**config.mk**
```make
export PLATFORM = sky130hd
export DESIGN_NAME = td4_core_param
export DESIGN_NICKNAME = d
export VERILOG_FILES = /design/src/rtl/td4_core_param.sv
export SDC_FILE = /design/constraint.sdc
export NUM_CORES = 1
export LEC_CHECK = 0
export ABC_AREA = 1
export BUFFER_PORTS_ARGS = -buffer_cell sky130_fd_sc_hd__clkbuf_2
export CAP_MARGIN = 5
export CORE_AREA = 8 8 70 54
export CTS_CLUSTER_SIZE = 8
export DETAILED_ROUTE_END_ITERATION = 16
export DIE_AREA = 0 0 78 62
export HOLD_SLACK_MARGIN = 0.06
export PLACE_DENSITY = 0.85
export SYNTH_ARGS = -nofsm -noshare
export SYNTH_HDL_FRONTEND = slang
export SYNTH_SLANG_ARGS = --single-unit
```
**constraint.sdc**
```tcl
create_clock -name CLK -period 1.98 [get_ports CLK]
set_clock_uncertainty 0.2 [all_clocks]
set_input_delay 0.099 -clock CLK [delete_from_list [all_inputs] [get_ports CLK]]
set_output_delay 0.099 -clock CLK [all_outputs]
set_load 0.05 [all_outputs]
```
**src/rtl/td4_core_param.sv**
```systemverilog
// Parametrised TD4-compatible single-cycle accumulator core with HALT, execute enable
// and a halted status output. Program memory is asynchronous and addressed by A (= PC).
module td4_core_param #(
    parameter int unsigned DATA_W = 4,
    parameter int unsigned ADDR_W = 4
) (
    input  logic              CLK,
    input  logic              CLR,
    input  logic              EN,
    output logic [ADDR_W-1:0] A,
    input  logic [DATA_W+3:0] D,
    input  logic [DATA_W-1:0] IN,
    output logic [DATA_W-1:0] OUT,
    output logic              CARRY,
    output logic              HALTED
);

    if (DATA_W < 4 || DATA_W > 16) begin : g_bad_data_w
        $error("td4_core_param: DATA_W must be in 4..16");
    end
    if (ADDR_W > DATA_W) begin : g_bad_addr_w
        $error("td4_core_param: ADDR_W must not exceed DATA_W");
    end

    typedef enum logic [3:0] {
        OpAddA   = 4'b0000,
        OpMovAB  = 4'b0001,
        OpInA    = 4'b0010,
        OpMovAIm = 4'b0011,
        OpMovBA  = 4'b0100,
        OpAddB   = 4'b0101,
        OpInB    = 4'b0110,
        OpMovBIm = 4'b0111,
        OpHlt    = 4'b1000,
        OpOutB   = 4'b1001,
        OpOutIm  = 4'b1011,
        OpJnc    = 4'b1110,
        OpJmp    = 4'b1111
    } opcode_e;

    logic [DATA_W-1:0] reg_a_q, reg_a_d;
    logic [DATA_W-1:0] reg_b_q, reg_b_d;
    logic [DATA_W-1:0] out_q, out_d;
    logic [ADDR_W-1:0] pc_q, pc_d;
    logic              c_q, c_d;
    logic              halted_q, halted_d;

    opcode_e           opcode;
    logic [DATA_W-1:0] im;
    logic [ADDR_W-1:0] im_addr;
    logic [ADDR_W-1:0] pc_inc;
    logic [DATA_W:0]   sum_a;
    logic [DATA_W:0]   sum_b;

    assign opcode  = opcode_e'(D[DATA_W+3:DATA_W]);
    assign im      = D[DATA_W-1:0];
    assign im_addr = im[ADDR_W-1:0];
    assign pc_inc  = pc_q + 1'b1;
    assign sum_a   = {1'b0, reg_a_q} + {1'b0, im};
    assign sum_b   = {1'b0, reg_b_q} + {1'b0, im};

    always_comb begin
        reg_a_d  = reg_a_q;
        reg_b_d  = reg_b_q;
        out_d    = out_q;
        pc_d     = pc_q;
        c_d      = c_q;
        halted_d = halted_q;
        if (EN && !halted_q) begin
            // Everything but ADD and HLT clears carry, as on the original TD4.
            c_d  = 1'b0;
            pc_d = pc_inc;
            case (opcode)
                OpAddA: begin
                    reg_a_d = sum_a[DATA_W-1:0];
                    c_d     = sum_a[DATA_W];
                end
                OpAddB: begin
                    reg_b_d = sum_b[DATA_W-1:0];
                    c_d     = sum_b[DATA_W];
                end
                OpMovAIm: reg_a_d = im;
                OpMovBIm: reg_b_d = im;
                OpMovAB:  reg_a_d = reg_b_q;
                OpMovBA:  reg_b_d = reg_a_q;
                OpInA:    reg_a_d = IN;
                OpInB:    reg_b_d = IN;
                OpOutB:   out_d   = reg_b_q;
                OpOutIm:  out_d   = im;
                OpJmp:    pc_d    = im_addr;
                OpJnc: begin
                    if (!c_q) pc_d = im_addr;
                end
                OpHlt: begin
                    halted_d = 1'b1;
                    pc_d     = pc_q;
                    c_d      = c_q;
                end
                default: ;
            endcase
        end
    end

    always_ff @(posedge CLK or negedge CLR) begin
        if (!CLR) begin
            reg_a_q  <= '0;
            reg_b_q  <= '0;
            out_q    <= '0;
            pc_q     <= '0;
            c_q      <= 1'b0;
            halted_q <= 1'b0;
        end else begin
            reg_a_q  <= reg_a_d;
            reg_b_q  <= reg_b_d;
            out_q    <= out_d;
            pc_q     <= pc_d;
            c_q      <= c_d;
            halted_q <= halted_d;
        end
    end

    assign A      = pc_q;
    assign OUT    = out_q;
    assign CARRY  = c_q;
    assign HALTED = halted_q;

endmodule
```
Yosys cells after proc, flatten, opt, wreduce, memory -nomap -nowiden
Index checks and enable logic that the tools add are counted.

Register bits after elaboration: 18. Word-level logic and storage cells: 39. Input port bits: 15. Output and inout port bits: 10.

Bitwise logic cells: 1. Multiplexer cells: 6. Add/sub/neg operators: 3. Eq/ne operators: 12. Reduce and logical (&&, ||, !) cells: 11.

Operators with widths (count): $pmux W4 S4 (2); $eq A4 B4 Y1 const B (5); $eq A4 B3 Y1 const B (4); $pmux W4 S3 (1); $add A4 B4 Y5 (2); $reduce_and A2 Y1 (5); $eq A4 B2 Y1 const B (2); $pmux W4 S2 (1); $reduce_bool A4 Y1 (2); $add A4 B1 Y4 const B (1); $eq A4 B1 Y1 const B (1); $logic_not A4 Y1 (1); $mux W4 (1); $pmux W1 S3 (1); $reduce_bool A2 Y1 (1); $logic_and A1 B1 Y1 (1); $logic_not A1 Y1 (1); $not A1 Y1 (1).

Longest topological paths before layout
Word-level depth: 3. Mapped depth: 8. Mapped depth without buffers: 8.

Least setup slack after synthesis
OpenSTA, ideal clock, no wires.

Path type: reg2reg. Start point: register reg_b_q[0]. End point: register c_q, in the netlist CARRY. Path buffers: 0. Arrival: 1.374 ns. Data required time: 1.662 ns. Stages on the path, launching flop included: 9. Library setup time: 0.118 ns. Setup slack: 0.288 ns. Clock period less this slack: 1.692 ns. Cells stage by stage: dfrtp_1 > ha_1 > fa_1 > nand2_1 > a21oi_1 > o21ai_0 > nand2_1 > nand2_1 > nand2_1.

Word-level cells in the longest chain between the ends: 2.

RTL lines: start, declared (RTL line 42) `logic [DATA_W-1:0] reg_b_q, reg_b_d;`; start signal, assigned (RTL line 114) `reg_b_q <= reg_b_d;`; $add A4 B4 Y5 (RTL line 60) `assign sum_b = {1'b0, reg_b_q} + {1'b0, im};`; $pmux W1 S3 (RTL line 73) `case (opcode)`; end signal, assigned (RTL line 110) `c_q <= 1'b0;`; end signal, assigned (RTL line 117) `c_q <= c_d;`; end, declared (RTL line 45) `logic c_q, c_d;`.

No other way between the ends. A chain may end at the register's enable or synchronous reset.

Worst setup path after layout
Start point: input port D[0]. End point: register c_q, in the netlist CARRY.

Word-level cells in the longest chain between the ends: 2. Elaborated cells between the ends (all ways): 3. Those cells by class: add/sub: 2; mux: 1.

RTL lines: start, declared (RTL line 11) `input logic [DATA_W+3:0] D,`; $add A4 B4 Y5, on equally long branches (RTL line 60, 59); $pmux W1 S3 * (RTL line 73).

Mark *: on every way between the ends. The rest lies on a longest branch, timed or not.

==> report_table.html <==
<table>
<tr><th>Metric</th><th>Value</th></tr>
<tr><th colspan="2">Cells and area</th></tr>
<tr><td>Area of all placed cells without fillers</td><td>approximately 0.0017 mm²</td></tr>
<tr><td>Antenna diodes</td><td>0</td></tr>
<tr><td>Fill cells</td><td>255</td></tr>
<tr><td>Layout cells sized above 1</td><td>between 10% and 20%</td></tr>
<tr><td>Net count reported at finish</td><td>277</td></tr>
<tr><td>Syn-to-layout area delta</td><td>23.9%</td></tr>
<tr><th colspan="2">Setup path</th></tr>
<tr><td>Family of cells with the greatest summed delay on the critical path</td><td>buffers and inverters</td></tr>
<tr><td>Largest stage delay on the critical path</td><td>0.53 ns</td></tr>
<tr><td>Crit path buf inv count</td><td>2</td></tr>
<tr><td>Critical path required time</td><td>1.93 ns</td></tr>
<tr><td>Highest-delay cell along the critical path</td><td>sky130_fd_sc_hd__dlygate4sd3_1</td></tr>
<tr><td>Type of element capturing the critical path</td><td>register</td></tr>
<tr><td>Arrival time at the worst endpoint</td><td>between 1.5 and 2 ns</td></tr>
<tr><td>Crit path max fanout</td><td>5</td></tr>
<tr><td>Launching element type of the critical path</td><td>input port</td></tr>
<tr><td>Worst Setup Path Type</td><td>in -&gt; reg</td></tr>
<tr><td>Most common cell type on the critical path</td><td>sky130_fd_sc_hd__nand2_1</td></tr>
<tr><td>Crit path cell chain</td><td>dlygate4sd3_1, buf_4, ha_1, fa_2, nand2_1, a21oi_1, o21ai_0, nand2_1, nand2_1, nand2_1</td></tr>
<tr><th colspan="2">Placed design</th></tr>
<tr><td>Final RePlAce weighted congestion</td><td>~0.95</td></tr>
<tr><td>Port Buffer Count</td><td>24</td></tr>
<tr><td>HPWL after detailed placement</td><td>between 2000 and 3000 µm</td></tr>
<tr><td>Worst setup slack before clock tree synthesis</td><td>0.149 ns</td></tr>
<tr><td>DP Area</td><td>0.00157 mm²</td></tr>
<tr><th colspan="2">Floorplan</th></tr>
<tr><td>Vertical die dimension</td><td>62 µm</td></tr>
<tr><td>I/O pin count</td><td>25</td></tr>
<tr><td>Die area</td><td>0.00484 mm²</td></tr>
<tr><td>Standard cell core area</td><td>0.00268 mm²</td></tr>
<tr><td>Die outline width</td><td>78 µm</td></tr>
<tr><td>Initial standard-cell utilization of the core</td><td>52.2%</td></tr>
<tr><td>Number of placement rows</td><td>16</td></tr>
<tr><th colspan="2">Global route</th></tr>
<tr><td>Wire length of the first global-routing pass</td><td>6050 µm</td></tr>
<tr><td>Initial antenna violation count</td><td>0</td></tr>
<tr><td>Largest net degree at the start of global routing</td><td>19</td></tr>
<tr><td>Overall fraction of global-route tracks in use</td><td>15.9%</td></tr>
<tr><td>Total global routing overflow</td><td>0</td></tr>
<tr><td>Via count of the first global-routing pass</td><td>1,352</td></tr>
<tr><th colspan="2">Run status</th></tr>
<tr><td>Status</td><td>completed</td></tr>
<tr><th colspan="2">Clocking</th></tr>
<tr><td>Clk_lat worst skew</td><td>between 0.2 and 0.3 ns</td></tr>
<tr><td>Root Buffer Master</td><td>sky130_fd_sc_hd__clkbuf_8</td></tr>
<tr><td>Post-CTS Setup Repair Bufs</td><td>0</td></tr>
<tr><td>Number of sinks on the clock net</td><td>18</td></tr>
<tr><td>TritonCTS buffer count</td><td>3</td></tr>
<tr><td>Maximum clock insertion buffer count</td><td>2</td></tr>
<tr><td>CTS tree</td><td>done</td></tr>
<tr><td>H-tree lvl count</td><td>1</td></tr>
<tr><td>Clk slew on worst S/H paths</td><td>approximately 0.070 ns</td></tr>
<tr><th colspan="2">Yosys</th></tr>
<tr><td>Mean post-synth cell area</td><td>6.64 µm²</td></tr>
<tr><td>Area of the mapped netlist</td><td>between 0.001 and 0.0015 mm²</td></tr>
<tr><td>Yosys warnings</td><td>0</td></tr>
<tr><td>Top area cells in the synthesized netlist</td><td>sky130_fd_sc_hd__dfrtp_1, sky130_fd_sc_hd__nand2_1, sky130_fd_sc_hd__ha_1</td></tr>
<tr><td>Net Count, Synth</td><td>roughly 240</td></tr>
<tr><td>Cells after Synth</td><td>between 200 and 250</td></tr>
<tr><td>Synth unique cells</td><td>20</td></tr>
<tr><td>Seq/Total Area, Yosys</td><td>between 30% and 40%</td></tr>
<tr><td>Number of storage elements in the synthesis netlist</td><td>18</td></tr>
<tr><td>Share of the synthesized area in the top cell type</td><td>32.2%</td></tr>
<tr><td>Cell accounting for the most synthesized area</td><td>sky130_fd_sc_hd__dfrtp_1</td></tr>
<tr><th colspan="2">Power and ir drop</th></tr>
<tr><td>Peak VDD IR</td><td>0.449 mV</td></tr>
<tr><td>Internal power summed over all cells</td><td>593 µW</td></tr>
<tr><td>Static leakage</td><td>0.933 nW</td></tr>
<tr><td>Part of the total power dissipated in combinational logic</td><td>15.7%</td></tr>
<tr><td>Switch Pwr</td><td>214 µW</td></tr>
<tr><td>Switching part of the total power</td><td>a little over a quarter</td></tr>
<tr><td>Power share of the sequential group</td><td>45.5%</td></tr>
<tr><td>Clock Power Share</td><td>38.8%</td></tr>
<tr><td>P per Cell Area</td><td>465 mW/mm²</td></tr>
<tr><td>Total power after layout</td><td>807 µW</td></tr>
<tr><th colspan="2">Route</th></tr>
<tr><td>Count of routing violations after the opening detailed-route iteration</td><td>98</td></tr>
<tr><td>Pre-Repair DR Iteration Count</td><td>5</td></tr>
<tr><td>Vias per std cell</td><td>5.14</td></tr>
<tr><td>Routed WL</td><td>around 3500 µm</td></tr>
<tr><td>DRT antenna net count</td><td>0</td></tr>
<tr><td>Remaining DRCs</td><td>0</td></tr>
<tr><td>Routed vias</td><td>1,469</td></tr>
<tr><td>Detailed-route wire length per cell</td><td>around 12 µm</td></tr>
<tr><th colspan="2">Timing</th></tr>
<tr><td>Setup repair after global routing missed its margin</td><td>false</td></tr>
<tr><td>Max_slew headroom</td><td>68.9%</td></tr>
<tr><td>Number of hold violations in the final report</td><td>0</td></tr>
<tr><td>Total Neg Setup Slack</td><td>0 ns</td></tr>
<tr><td>Final setup violation count</td><td>0</td></tr>
<tr><td>Max frequency</td><td>0.533 GHz</td></tr>
<tr><td>Setup slack of the critical path after layout</td><td>0.104 ns</td></tr>
<tr><td>Slew at the pin closest to its max-slew limit</td><td>0.466 ns</td></tr>
<tr><td>Post-layout minimum cycle time</td><td>1.88 ns</td></tr>
<tr><td>Part of the cycle the worst path needs</td><td>around 95%</td></tr>
<tr><td>Total count of max-transition violations in the final report</td><td>0</td></tr>
<tr><th colspan="2">Run</th></tr>
<tr><td>Maximum Capacitance Violations</td><td>0</td></tr>
<tr><th colspan="2">Worst hold path</th></tr>
<tr><td>Min-delay worst type</td><td>in -&gt; reg</td></tr>
</table>
tightest hold or removal path: stages:
cell and delay (ns):
sky130_fd_sc_hd__clkbuf_2 0.12, sky130_fd_sc_hd__nor2_1 0.06, sky130_fd_sc_hd__nand3_1 0.08, sky130_fd_sc_hd__nand2_1 0.05, sky130_fd_sc_hd__nand2_1 0.05, sky130_fd_sc_hd__nand2_1 0.05
Yosys cell counts:
master	instances
sky130_fd_sc_hd__nand2_1	79
sky130_fd_sc_hd__nor2_1	24
sky130_fd_sc_hd__inv_1	23
sky130_fd_sc_hd__dfrtp_1	18
sky130_fd_sc_hd__nand3_1	18
sky130_fd_sc_hd__a21oi_1	11
sky130_fd_sc_hd__ha_1	9
sky130_fd_sc_hd__o21ai_0	6
sky130_fd_sc_hd__a31oi_1	5
sky130_fd_sc_hd__o21ai_1	3
sky130_fd_sc_hd__fa_1	2
sky130_fd_sc_hd__inv_2	2
sky130_fd_sc_hd__nand4_1	2
sky130_fd_sc_hd__nor2_2	2
sky130_fd_sc_hd__nor2_4	2
sky130_fd_sc_hd__nand2_2	1
sky130_fd_sc_hd__nor3_4	1
sky130_fd_sc_hd__o211ai_1	1
sky130_fd_sc_hd__xnor2_1	1
sky130_fd_sc_hd__xor2_1	1
through the flow:
stage / std cells / util [%] / hold WS (ns)
after global placement: 271 / 58.3 / -0.130
after detailed placement: 271 / 58.3 / -0.130
after global routing: 286 / 64.7 / 0.113
after floorplan: 211 / - / -0.397
after CTS: 286 / 64.5 / 0.0790
final: 286 / 64.7 / 0.0828
placed cells by master, fill, tap and decap left out, types with 5 or more instances in the layout:
master and n:
sky130_fd_sc_hd__a21oi_1 11, sky130_fd_sc_hd__nand3_1 18, sky130_fd_sc_hd__dlygate4sd3_1 11, sky130_fd_sc_hd__dfrtp_1 18
sky130_fd_sc_hd__a31oi_1 5, sky130_fd_sc_hd__nor2_1 24, sky130_fd_sc_hd__nand2_1 79, sky130_fd_sc_hd__ha_1 9
sky130_fd_sc_hd__clkbuf_2 22, sky130_fd_sc_hd__o21ai_0 5, sky130_fd_sc_hd__inv_1 23
layout make-up:
class | instances | area, µm² | share of cell area [%]
clock buffers | 4 | 55.1 | 3.17
inverters | 25 | 93.8 | 5.41
multi-input cells | 168 | 858 | 49.5
flip-flops and latches | 18 | 450 | 26.0
well taps | 36 | 45.0 | 2.60
repair buffers | 35 | 233 | 13.4
registers in the layout, indices dropped and copies added (netlist names):
register,cells
reg_a_q,4
CARRY,1
HALTED,1
reg_b_q,4
OUT,4
A,4
worst paths after layout:
kind                                   startpoint                 end  slack, ns  depth (start not counted)
setup / recovery                             D[0]   CARRY$_DFFE_PN0P_       0.10                         10
hold / removal                               D[6]   CARRY$_DFFE_PN0P_       0.08                          6
setup reg to reg           reg_b_q[0]$_DFFE_PN0P_   CARRY$_DFFE_PN0P_       0.20                          8
hold reg to reg                HALTED$_DFFE_PN0P_  HALTED$_DFFE_PN0P_       0.28                          2
max in group asynchronous                     CLR  OUT[2]$_DFFE_PN0P_       1.14                          2
min in group asynchronous                     CLR    A[2]$_DFFE_PN0P_       0.12                          2
cells by family after synthesis:
| logic type | count (synthesis) | synth area share [%] |
|---|---|---|
| AND/OR/NAND/NOR | 129 | 39.1 |
| AO/OA/AOI/OAI | 26 | 9.92 |
| buffers and inverters | 25 | 6.70 |
| flip-flops | 18 | 32.2 |
| adder cells (fa/ha/maj) | 11 | 10.9 |
| XOR/XNOR | 2 | 1.25 |
repair_timing:
action | 4_1_cts | 5_1_grt
resized for setup | 0 | 5
hold buffers | 11 | 0
setup endpoints to repair | 0 | 2
endpoints found under the hold margin | 34 | 0
power groups by stage:
stage	Combinational, mW	Clock [mW]	Sequential (mW)
2_1_floorplan	0.0582	0	0.375
3_3_place_gp	0.107	0	0.375
3_5_place_dp	0.107	0	0.375
4_1_cts	0.125	0.316	0.367
5_1_grt	0.142	0.333	0.367
6_report	0.127	0.313	0.367
routing by layer:
metal / up-vias / share of wire [%] / track usage, %
met5: - / 0 / 0
met3: 6 / 10 / 4.89
met2: 59 / 40 / 24.1
met4: 0 / 0.99 / 4.72
li1: 759 / - / -
met1: 645 / 49 / 21.3
No activity file was read; power rests on OpenSTA's default activity.
